[src/rtl/alu_exec_ctrl_if.sv]
// Bus bundle for alu_exec_ctrl: instruction input, external ALU hookup and result output.
interface alu_exec_ctrl_if;
    logic        in_valid;
    logic        in_ready;
    logic [3:0]  icode;
    logic [3:0]  ifun;
    logic [63:0] valA;
    logic [63:0] valB;
    logic [63:0] valC;

    logic [1:0]  alu_ctrl;
    logic [63:0] alu_a;
    logic [63:0] alu_b;
    logic [63:0] alu_result;
    logic        alu_overflow;

    logic        out_valid;
    logic        out_ready;
    logic [63:0] valE;
    logic        cnd;
    logic [2:0]  cc;
    logic        out_err;

    modport slave (
        input  in_valid, icode, ifun, valA, valB, valC,
        input  alu_result, alu_overflow, out_ready,
        output in_ready, alu_ctrl, alu_a, alu_b,
        output out_valid, valE, cnd, cc, out_err
    );

    modport master (
        output in_valid, icode, ifun, valA, valB, valC,
        output alu_result, alu_overflow, out_ready,
        input  in_ready, alu_ctrl, alu_a, alu_b,
        input  out_valid, valE, cnd, cc, out_err
    );
endinterface

[src/rtl/alu_exec_ctrl.sv]
// Y86-64 execute-stage controller sequencing one instruction at a time through an external ALU.
// Define EXEC_CC_EN to build the condition-code register and full branch/cmov condition logic.
module alu_exec_ctrl (
    input logic            clk,
    input logic            reset_n,
    alu_exec_ctrl_if.slave bus
);
    typedef enum logic [1:0] {IDLE = 2'd0, EXEC = 2'd1, DONE = 2'd2} state_t;

    state_t      state;
    state_t      next_state;
    logic [3:0]  icode_q;
    logic [3:0]  ifun_q;
    logic [63:0] val_a_q;
    logic [63:0] val_b_q;
    logic [63:0] val_c_q;
    logic [63:0] val_e_q;
    logic        cnd_q;
    logic        err_q;
    logic [63:0] alu_a_sel;
    logic [63:0] alu_b_sel;
    logic [1:0]  fun_sel;
    logic        cond_met;
    logic        is_err;
    logic        is_cond_op;
    logic [2:0]  cc_q;

    always_ff @(posedge clk or negedge reset_n) begin
        if (!reset_n) state <= IDLE;
        else          state <= next_state;
    end

    always_comb begin
        next_state = state;
        case (state)
            IDLE:    if (bus.in_valid) next_state = EXEC;
            EXEC:    next_state = DONE;
            DONE:    if (bus.out_ready) next_state = IDLE;
            default: next_state = IDLE;
        endcase
    end

    always_ff @(posedge clk or negedge reset_n) begin
        if (!reset_n) begin
            icode_q <= 4'h0;
            ifun_q  <= 4'h0;
            val_a_q <= 64'd0;
            val_b_q <= 64'd0;
            val_c_q <= 64'd0;
        end else if (state == IDLE && bus.in_valid) begin
            icode_q <= bus.icode;
            ifun_q  <= bus.ifun;
            val_a_q <= bus.valA;
            val_b_q <= bus.valB;
            val_c_q <= bus.valC;
        end
    end

    // aluA/aluB operand selection by instruction class; invalid codes feed zeros.
    always_comb begin
        alu_a_sel = 64'd0;
        alu_b_sel = 64'd0;
        fun_sel   = 2'b00;
        case (icode_q)
            4'h6: begin alu_a_sel = val_a_q; alu_b_sel = val_b_q; fun_sel = ifun_q[1:0]; end
            4'h2: alu_a_sel = val_a_q;
            4'h3: alu_a_sel = val_c_q;
            4'h4, 4'h5: begin alu_a_sel = val_c_q; alu_b_sel = val_b_q; end
            4'h8, 4'hA: begin alu_a_sel = -64'sd8; alu_b_sel = val_b_q; end
            4'h9, 4'hB: begin alu_a_sel = 64'd8; alu_b_sel = val_b_q; end
            default: ;
        endcase
    end

    assign is_err     = (icode_q > 4'hB);
    assign is_cond_op = (icode_q == 4'h2) || (icode_q == 4'h7);

    always_ff @(posedge clk or negedge reset_n) begin
        if (!reset_n) begin
            val_e_q <= 64'd0;
            cnd_q   <= 1'b0;
            err_q   <= 1'b0;
        end else if (state == EXEC) begin
            val_e_q <= is_err ? 64'd0 : bus.alu_result;
            cnd_q   <= is_cond_op && cond_met;
            err_q   <= is_err;
        end
    end

`ifdef EXEC_CC_EN
    always_ff @(posedge clk or negedge reset_n) begin
        if (!reset_n)
            cc_q <= 3'b100;
        else if (state == EXEC && icode_q == 4'h6)
            cc_q <= {bus.alu_result == 64'd0, bus.alu_result[63], bus.alu_overflow};
    end

    // cc_q still holds the pre-instruction flags while in EXEC.
    always_comb begin
        cond_met = 1'b0;
        case (ifun_q)
            4'h0: cond_met = 1'b1;
            4'h1: cond_met = (cc_q[1] ^ cc_q[0]) | cc_q[2];
            4'h2: cond_met = cc_q[1] ^ cc_q[0];
            4'h3: cond_met = cc_q[2];
            4'h4: cond_met = !cc_q[2];
            4'h5: cond_met = !(cc_q[1] ^ cc_q[0]);
            4'h6: cond_met = !(cc_q[1] ^ cc_q[0]) && !cc_q[2];
            default: cond_met = 1'b0;
        endcase
    end
`else
    logic unused_overflow;
    assign unused_overflow = bus.alu_overflow;
    assign cc_q            = 3'b000;
    assign cond_met        = (ifun_q == 4'h0);
`endif

    assign bus.in_ready  = (state == IDLE);
    assign bus.out_valid = (state == DONE);
    assign bus.alu_ctrl  = (state == EXEC) ? fun_sel   : 2'b00;
    assign bus.alu_a     = (state == EXEC) ? alu_b_sel : 64'd0;
    assign bus.alu_b     = (state == EXEC) ? alu_a_sel : 64'd0;
    assign bus.valE      = val_e_q;
    assign bus.cnd       = cnd_q;
    assign bus.out_err   = err_q;
    assign bus.cc        = cc_q;
endmodule

[src/flat_wrapper.sv]
// flat-port wrapper written by rule: the top's interface ports become plain ports
module alu_exec_ctrl_flat 
  (clk, reset_n, bus_in_valid, bus_icode, bus_ifun, bus_valA, bus_valB, bus_valC, bus_alu_result, bus_alu_overflow, bus_out_ready, bus_in_ready, bus_alu_ctrl, bus_alu_a, bus_alu_b, bus_out_valid, bus_valE, bus_cnd, bus_cc, bus_out_err);
  alu_exec_ctrl_if bus_i ();
  input logic clk;
  input logic reset_n;
  input wire logic [$bits(bus_i.in_valid)-1:0] bus_in_valid;
  input wire logic [$bits(bus_i.icode)-1:0] bus_icode;
  input wire logic [$bits(bus_i.ifun)-1:0] bus_ifun;
  input wire logic [$bits(bus_i.valA)-1:0] bus_valA;
  input wire logic [$bits(bus_i.valB)-1:0] bus_valB;
  input wire logic [$bits(bus_i.valC)-1:0] bus_valC;
  input wire logic [$bits(bus_i.alu_result)-1:0] bus_alu_result;
  input wire logic [$bits(bus_i.alu_overflow)-1:0] bus_alu_overflow;
  input wire logic [$bits(bus_i.out_ready)-1:0] bus_out_ready;
  output wire logic [$bits(bus_i.in_ready)-1:0] bus_in_ready;
  output wire logic [$bits(bus_i.alu_ctrl)-1:0] bus_alu_ctrl;
  output wire logic [$bits(bus_i.alu_a)-1:0] bus_alu_a;
  output wire logic [$bits(bus_i.alu_b)-1:0] bus_alu_b;
  output wire logic [$bits(bus_i.out_valid)-1:0] bus_out_valid;
  output wire logic [$bits(bus_i.valE)-1:0] bus_valE;
  output wire logic [$bits(bus_i.cnd)-1:0] bus_cnd;
  output wire logic [$bits(bus_i.cc)-1:0] bus_cc;
  output wire logic [$bits(bus_i.out_err)-1:0] bus_out_err;
  assign bus_i.in_valid = bus_in_valid;
  assign bus_i.icode = bus_icode;
  assign bus_i.ifun = bus_ifun;
  assign bus_i.valA = bus_valA;
  assign bus_i.valB = bus_valB;
  assign bus_i.valC = bus_valC;
  assign bus_i.alu_result = bus_alu_result;
  assign bus_i.alu_overflow = bus_alu_overflow;
  assign bus_i.out_ready = bus_out_ready;
  assign bus_in_ready = bus_i.in_ready;
  assign bus_alu_ctrl = bus_i.alu_ctrl;
  assign bus_alu_a = bus_i.alu_a;
  assign bus_alu_b = bus_i.alu_b;
  assign bus_out_valid = bus_i.out_valid;
  assign bus_valE = bus_i.valE;
  assign bus_cnd = bus_i.cnd;
  assign bus_cc = bus_i.cc;
  assign bus_out_err = bus_i.out_err;
  alu_exec_ctrl u_core (.clk(clk), .reset_n(reset_n), .bus(bus_i));
endmodule
[config.mk]
export PLATFORM = sky130hd
export DESIGN_NAME = alu_exec_ctrl_flat
export DESIGN_NICKNAME = d
export VERILOG_FILES = /design/src/rtl/alu_exec_ctrl_if.sv /design/src/rtl/alu_exec_ctrl.sv /design/src/flat_wrapper.sv
export SDC_FILE = /design/constraint.sdc
export NUM_CORES = 1
export LEC_CHECK = 0
export CAP_MARGIN = 20
export CORE_MARGIN = 5
export CORE_UTILIZATION = 40
export CTS_BUF_LIST = sky130_fd_sc_hd__clkbuf_8
export CTS_CLUSTER_SIZE = 14
export DETAILED_ROUTE_END_ITERATION = 12
export PLACE_DENSITY = 0.82
export RECOVER_POWER = 50
export SLEW_MARGIN = 25
export SYNTH_ARGS = -nofsm -noshare
export SYNTH_HDL_FRONTEND = slang
export SYNTH_SLANG_ARGS = --single-unit
[constraint.sdc]
create_clock -name clk -period 1.6 [get_ports clk]
set_input_delay 0.32 -clock clk [delete_from_list [all_inputs] [get_ports clk]]
set_output_delay 0.32 -clock clk [all_outputs]
set_load 0.1 [all_outputs]
; Yosys cells after proc, flatten, opt, wreduce, memory -nomap -nowiden
; Cells that the tools add are included.
; W data, S select, Z words.
[word_totals]
wordCells = 45
inputBits = 269
reg_bits = 268
output_inout_bits = 201
[op_classes]
n_mux = 10
reduce_logical = 11
n_eq_ne = 14
magnitude_cmp = 1
[ops]
columns = cell, n
row1 = $mux W64, 4
row2 = $pmux W64 S4, 1
row3 = $eq A4 B3 Y1 const B, 4
row4 = $eq A4 B4 Y1 const B, 4
row5 = $eq A4 B2 Y1 const B, 2
row6 = $mux W2, 4
row7 = $reduce_or A7 Y1, 1
row8 = $pmux W2 S3, 1
row9 = $reduce_or A2 Y1, 3
row10 = $gt A4 B4 Y1 const B, 1
row11 = $logic_not A4 Y1, 1
row12 = $ne A2 B2 Y1 const B, 2
row13 = $reduce_or A3 Y1, 1
row14 = $eq A2 B1 Y1 const B, 1
row15 = $eq A2 B2 Y1 const B, 1
row16 = $logic_and A1 B1 Y1, 2
row17 = $logic_not A2 Y1, 1
row18 = $reduce_and A2 Y1, 1
row19 = $logic_or A1 B1 Y1, 1

; Depth between registers and ports, before layout
; Gate-level depths: netlist of the first run.
[depth]
depth_word = 4
mapped_depth = 6

; Worst setup path before layout of the first run
; No wires, ideal clock.
[synth_timing]
path_type = reg-to-output
startpoint = register u_core.state[1]
endpoint = output bus_alu_a[10]
arrival_ps = 3230
stages_incl_launch_ff = 6
setup_slack_ps = -1950
path_cell_list = dfrtp_1 nand2b_1 buf_2 buf_2 clkbuf_1 nor3b_1
[synth_between]
elab_chain_cells = 2
[synth_rtl]
columns = item, line
row1 = from (decl), alu_exec_ctrl.sv:10  ; state_t state;
row2 = from (signal assigned), alu_exec_ctrl.sv:30  ; else state <= next_state;
row3 = $eq A2 B1 Y1, alu_exec_ctrl.sv:122  ; assign bus.alu_a = (state == EXEC) ? alu_b_sel : 64'd0;
row4 = $mux W64, alu_exec_ctrl.sv:122
row5 = to (decl), flat_wrapper.sv:18  ; output wire logic [$bits(bus_i.alu_a)-1:0] bus_alu_a;
; No other way between the ends.

; Worst setup path in the final report of the first run
[layout_timing]
startpoint = register u_core.icode_q[1]
endpoint = output bus_alu_b[31]
[layout_between]
elab_chain_cells = 4
elab_cells_between_ends = 15
cone_classes = eq/ne: 9 / mux: 2 / reduce/logical: 4
[layout_rtl]
columns = item, line
row1 = from (decl), alu_exec_ctrl.sv:12  ; logic [3:0] icode_q;
row2 = from (signal assigned), alu_exec_ctrl.sv:51  ; icode_q <= bus.icode;
row3 = $eq A4 B2 Y1 (tied with other cells), alu_exec_ctrl.sv:64  ; case (icode_q)
row4 = $reduce_or A3 Y1 (no line) / $reduce_or A2 Y1 (equally long branches), --
row5 = $pmux W64 S4 (*), alu_exec_ctrl.sv:64
row6 = $mux W64 (*), alu_exec_ctrl.sv:123  ; assign bus.alu_b = (state == EXEC) ? alu_a_sel : 64'd0;
row7 = to (decl), flat_wrapper.sv:19  ; output wire logic [$bits(bus_i.alu_b)-1:0] bus_alu_b;
; Every way passes the cells marked *; elsewhere a longest branch is shown, timed or not.

==> metrics.cfg, run 1 <==
[outcome]
status=complete, but fails checks
violations=negative setup slack

[drt]
wirelength_mm=56.8
vias=10834
ant_nets=0
routedWlPerCell_um=29.7
drtIter0Drc=606
drt-pass1-iter-count=4
drc=0
viasPerCell=5.67

[cts]
cts.clk_slew.worst_paths_ns=0.07
clockBufferDepth=3
cts_tree=built
cts_made_buffers=47
htree_levels=2
cts_root_buf=clkbuf_8
cts_sinks=268
clk_latency_ns=0.60

[critical_path]
cp_max_fo=11
critPathArrivalTime_ns=2.32
timing.rr.end=u_core.val_b_q[33]
reg2reg_from=u_core.state[1]
cp-end-kind=output port
r2r_slack_ns=-0.34
crit_required_ns=1.28
critPathKind=flop to output port
start_kind=flop
setup.worst_path.start=u_core.icode_q[1]
worst_r2r_path_depth=7

[grt]
grt_pass1_vias=12108
gr-total-overflow=0
antenna_found_initial=8
grt_max_degree=64
grt_pass1_wl_mm=77.2
grtUsageTotal=0.303

[yosys]
synth.ff_latch_count=268
yosysSeqAreaShare=0.569
synth.avg_cell_area_sq_um=13.0
synth_area_leaders=dfrtp_1 (57%), mux2_2 (19%), a22o_1 (4.8%), nor3b_1 (4.1%), a31oi_1 (3.2%)
yosysTopAreaCellShare=0.569
synthDistinctLibCells=32
ys_warn_count=0
mappedNetlistArea_sq_um=11800
synth_largest_area_cell=dfrtp_1
syn_inst=909

[timing]
clock.fmax_mhz=378
setup_slack_ns=-1.04
slew_viol_final=0
rsz0062_at_grt=true
worst_pin_slew_ns=0.775
min_period_ns=2.64
hold_viol_final=0
finalSetupTns_ns=-191.58
clock_skew_ns=0.0512
setup_violations=399
slew_headroom=0.483
fin_crit_sh=1.65

[final_layout]
drive_above_1_share=0.552
fin_util=0.830
nNetsFinal=1763
area_growth_pct=104

[floorplanning]
die_x_um=182
core_sq_um=28900
die_area_sq_um=33000
io_pins=470
die_y_um=182
rows=62
initial_utilization=0.408

[placement]
gp_congestion=0.822
post-place-ws_ns=-0.533
hpwlAfterDp_mm=34.7
portBuffers=465

[power]
ir_worst_vdd_mv=2.28
p_per_area_nw_per_um2=2350
leakagePower_uw=0.00964

[run]
drv_cap=0

[hold_path]
min_from=bus_alu_result[53]
worstHoldEndpoint=u_core.bus.valE[53]
hold_path_depth=2
hold_path.class=primary input to flop

## final cells by class
cell class / count / area [sq um]
Timing Repair Buffer: 624 / 9150
Sequential cell: 268 / 6710
Clock buffer: 58 / 798
Antenna cell: 4 / 10.0
Inverter: 2 / 7.51
Multi-Input combinational cell: 551 / 6740
Clock inverter: 20 / 133
Fill cell: 1277 / 4910
Tap cell: 384 / 480
## per-stage QoR
stage / cells / cell area (sq um) / power, uW / hold WS [ns]
floorplan: 911 / 13800 / 33100 / 0.0244
global placement: 1780 / 21600 / 44100 / 0.198
detailed placement: 1780 / 21600 / 45000 / 0.190
CTS: 1882 / 23200 / 53700 / 0.191
global route: 1911 / 24000 / 58200 / 0.313
finish: 1911 / 24000 / 56600 / 0.325
## synthesized netlist by cell type, drive strengths merged
library cell and number:
nand2b 3, a31oi 61, buf 64, mux2 200, nand2 64, nand4b 1
or3 1, xnor2 1, o21ai 66, and3b 1, nor4 1, nor2b 1
inv 2, nor2 4, conb 1, and2 1, and4 2, dfrtp 268
and2b 1, a21oi 7, a22o 64, and4bb 1, o211ai 1, clkbuf 26
nor3b 67
## routing by layer
| metal | global-route usage | routed length, um | up-vias | share of wire |
|---|---|---|---|---|
| met4 | 0.139 | 3340 | 8 | 0.059 |
| met1 | 0.329 | 19500 | 5534 | 0.34 |
| met3 | 0.106 | 4650 | 190 | 0.082 |
| met2 | 0.531 | 29200 | 589 | 0.51 |
| met5 | 0 | 55 | - | 0.00097 |
| li1 | - | - | 4513 | - |
## cells by family after synthesis
group / synth area share
flip-flops: 0.569
multiplexers: 0.191
AO/OA/AOI/OAI: 0.113
AND/OR/NAND/NOR: 0.0741
buffers and inverters: 0.0526
XOR/XNOR: 0.000743
other: 0.000318
## critical path, stage by stage (launching register included)
cell,delay [ns]
dfrtp_2,0.44
buf_4,0.15
nor3b_4,0.22
buf_12,0.20
buf_12,0.14
o21ai_1,0.11
a31oi_4,0.28
buf_12,0.21
## worst max path at each step
stage,to,slack [ns],cells after the start
after detailed placement,bus_alu_a[8],-0.53,5
after floorplan,bus_alu_a[10],-0.93,5
final,bus_alu_b[31],-1.04,7
after global routing,bus_alu_b[31],-1.12,7
after CTS,bus_alu_b[57],-1.04,7
after global placement,bus_alu_a[7],-0.45,5
## layout by cell type (no fill, tap or decap), types with 2 or more instances in the layout
cell / synthesis / routed
clkbuf_16: 0 / 15
nand2_2: 0 / 10
o21ai_0: 46 / 3
and4_4: 0 / 2
clkbuf_8: 0 / 58
mux2_2: 200 / 155
a22o_1: 64 / 64
buf_6: 25 / 18
dfrtp_1: 268 / 264
conb_1: 1 / 3
buf_4: 11 / 52
inv_1: 2 / 8
o21ai_1: 20 / 11
buf_16: 0 / 14
nand2b_4: 0 / 3
dfrtp_2: 0 / 4
buf_8: 0 / 6
nor3b_4: 1 / 66
o21ai_4: 0 / 16
diode_2: 0 / 4
buf_12: 0 / 249
a21oi_4: 0 / 7
nand2_1: 64 / 54
nor2_1: 4 / 3
inv_6: 0 / 2
clkinv_2: 0 / 8
a31oi_4: 0 / 60
o21ai_2: 0 / 36
mux2_4: 0 / 45
clkdlybuf4s50_1: 0 / 266
## where the power goes
group | leakage (uW) | switching, uW | internal, uW
Combinational | 0.00593 | 20700 | 16000
Clock | 0.000515 | 3070 | 3440
Sequential | 0.00319 | 3140 | 10200
## sequential cells by signal (all words and copies together) (netlist names)
signal,count
u_core.bus.cnd,1
u_core.bus.valE,64
u_core.val_b_q,64
u_core.bus.out_err,1
u_core.val_a_q,64
u_core.icode_q,4
u_core.state,2
u_core.val_c_q,64
u_core.ifun_q,4
## timing repair
action,CTS,global route
gates resized for setup,77,104
pin swaps,78,33
cloned,7,19
hold endpoints to repair,219,0
setup endpoints to repair,390,401
hold buffers,1,0
setup buffers,16,6
Note: power is estimated with default switching activity, not from simulation.
==> inputs of run 2 (changes only) <==
CTS_CLUSTER_DIAMETER = 150   (was default)
==> run 2 against run 1 <==
Against the previous run: the run still ends with negative setup slack left; cell area decreased by 4.7%; non-clock buffer count decreased by 15; largest power group unchanged; highest routed layer unchanged; global-route usage decreased by 1.9 points; cell count decreased by 3.6%.
==> metrics.cfg, run 2 (synthesis results as in run 1) <==
[drt]
drt-pass1-iter-count=5
routedWlPerCell_um=27.0
drtIter0Drc=416
ant_nets=0
wirelength_mm=49.7
vias=10124
drc=0
viasPerCell=5.50

[cts]
cts_root_buf=clkbuf_8
clk_latency_ns=0.56
cts_sinks=268
htree_levels=1
cts_tree=built
cts.clk_slew.worst_paths_ns=0.09
cts_made_buffers=23
clockBufferDepth=3

[power]
leakagePower_uw=0.00898
p_total_uw=51600
p_per_area_nw_per_um2=2250
ir_worst_vdd_mv=1.96

[floorplanning]
die_y_um=182
io_pins=470
die_x_um=182
core_sq_um=28900
die_area_sq_um=33000
initial_utilization=0.408
rows=62

[final_layout]
layout.cells.non_filler=1842
area_growth_pct=94.1
nNetsFinal=1724
fin_area_sq_um=22900
final_common_cell=clkdlybuf4s50_1
drive_above_1_share=0.535
layout_common_cells=clkdlybuf4s50_1 (266), dfrtp_1 (264), buf_12 (247)

[placement]
gp_congestion=0.822
portBuffers=465
post-place-ws_ns=-0.533
hpwlAfterDp_mm=34.7
dpl_cell_area_sq_um=21600
dp.cells=1780

[grt]
gr-total-overflow=0
grt_pass1_wl_mm=73.1
antenna_found_initial=8
grtUsageTotal=0.283
grt_max_degree=64
grt_pass1_vias=11498

[critical_path]
cp_max_fo=8
worst_r2r_path_depth=7
start_kind=flop
r2r_slack_ns=-0.15
reg2reg_from=u_core.state[1]
timing.rr.end=u_core.bus.valE[30]
crit_required_ns=1.28
critPathArrivalTime_ns=2.31
cp-end-kind=output port
critPathKind=flop to output port

[timing]
min_period_ns=2.63
setup_violations=382
fin_crit_sh=1.65
slew_viol_final=0
clock_skew_ns=0.0308
rsz0062_at_grt=true
hold_viol_final=0
clock.fmax_mhz=380
setup_slack_ns=-1.03
finalSetupTns_ns=-136.04
worst_pin_slew_ns=0.742
slew_headroom=0.505

[hold_path]
hold_path.class=primary input to asynchronous set/reset pin

[outcome]
violations=negative setup slack
status=complete, but fails checks

[run]
drv_cap=0

run 2: worst max-delay path, stage by stage (launching register included):
cell       delay [ns]
dfrtp_2          0.46
buf_4            0.16
a21oi_4          0.17
a21oi_4          0.09
buf_12           0.17
clkbuf_16        0.19
nor3b_4          0.28
buf_12           0.22
run 2: per-layer routing:
| metal | GRT usage | wire length (um) |
|---|---|---|
| met4 | 0.0850 | 1820 |
| met3 | 0.0794 | 3460 |
| met2 | 0.512 | 26200 |
| met1 | 0.327 | 18100 |
| met5 | 0 | 69 |
run 2: what timing repair did:
| item | in CTS | in global routing |
|---|---|---|
| buffers inserted | 13 | 5 |
| gates cloned | 5 | 11 |
| resized for setup | 65 | 46 |
| hold buffers | 1 | 0 |
| pin swaps | 53 | 13 |
| endpoints found under the setup margin | 384 | 397 |
| endpoints found under the hold margin | 219 | 0 |
run 2: layout make-up:
type	instances	area [sq um]
Tap cell	384	480
Sequential cell	268	6710
Fill cell	1456	6040
Antenna cell	3	7.51
Clock buffer	23	317
Multi-Input combinational cell	551	6550
Clock inverter	2	23.8
Timing Repair Buffer	609	8790
Inverter	2	10.0
run 2: report_power, final:
part | internal (uW) | switching (uW)
registers | 10100 | 2850
logic | 15000 | 19900
clock network | 1320 | 2340
total | 26500 | 25100
run 2: worst max-delay path by stage:
stage / start / to
finish: u_core.icode_q[3] / bus_alu_a[41]
global route: u_core.icode_q[1] / bus_alu_b[53]
CTS: u_core.icode_q[3] / bus_alu_b[57]
detailed placement: u_core.icode_q[2] / bus_alu_a[8]
global placement: u_core.icode_q[2] / bus_alu_a[7]
floorplan: u_core.icode_q[0] / bus_alu_a[10]
run 2: per-stage QoR:
step / utilization / hold slack [ns]
final: 0.791 / 0.340
after global placement: 0.745 / 0.198
after detailed placement: 0.745 / 0.190
after global routing: 0.791 / 0.319
after CTS: 0.775 / 0.166
after floorplan: - / 0.0244
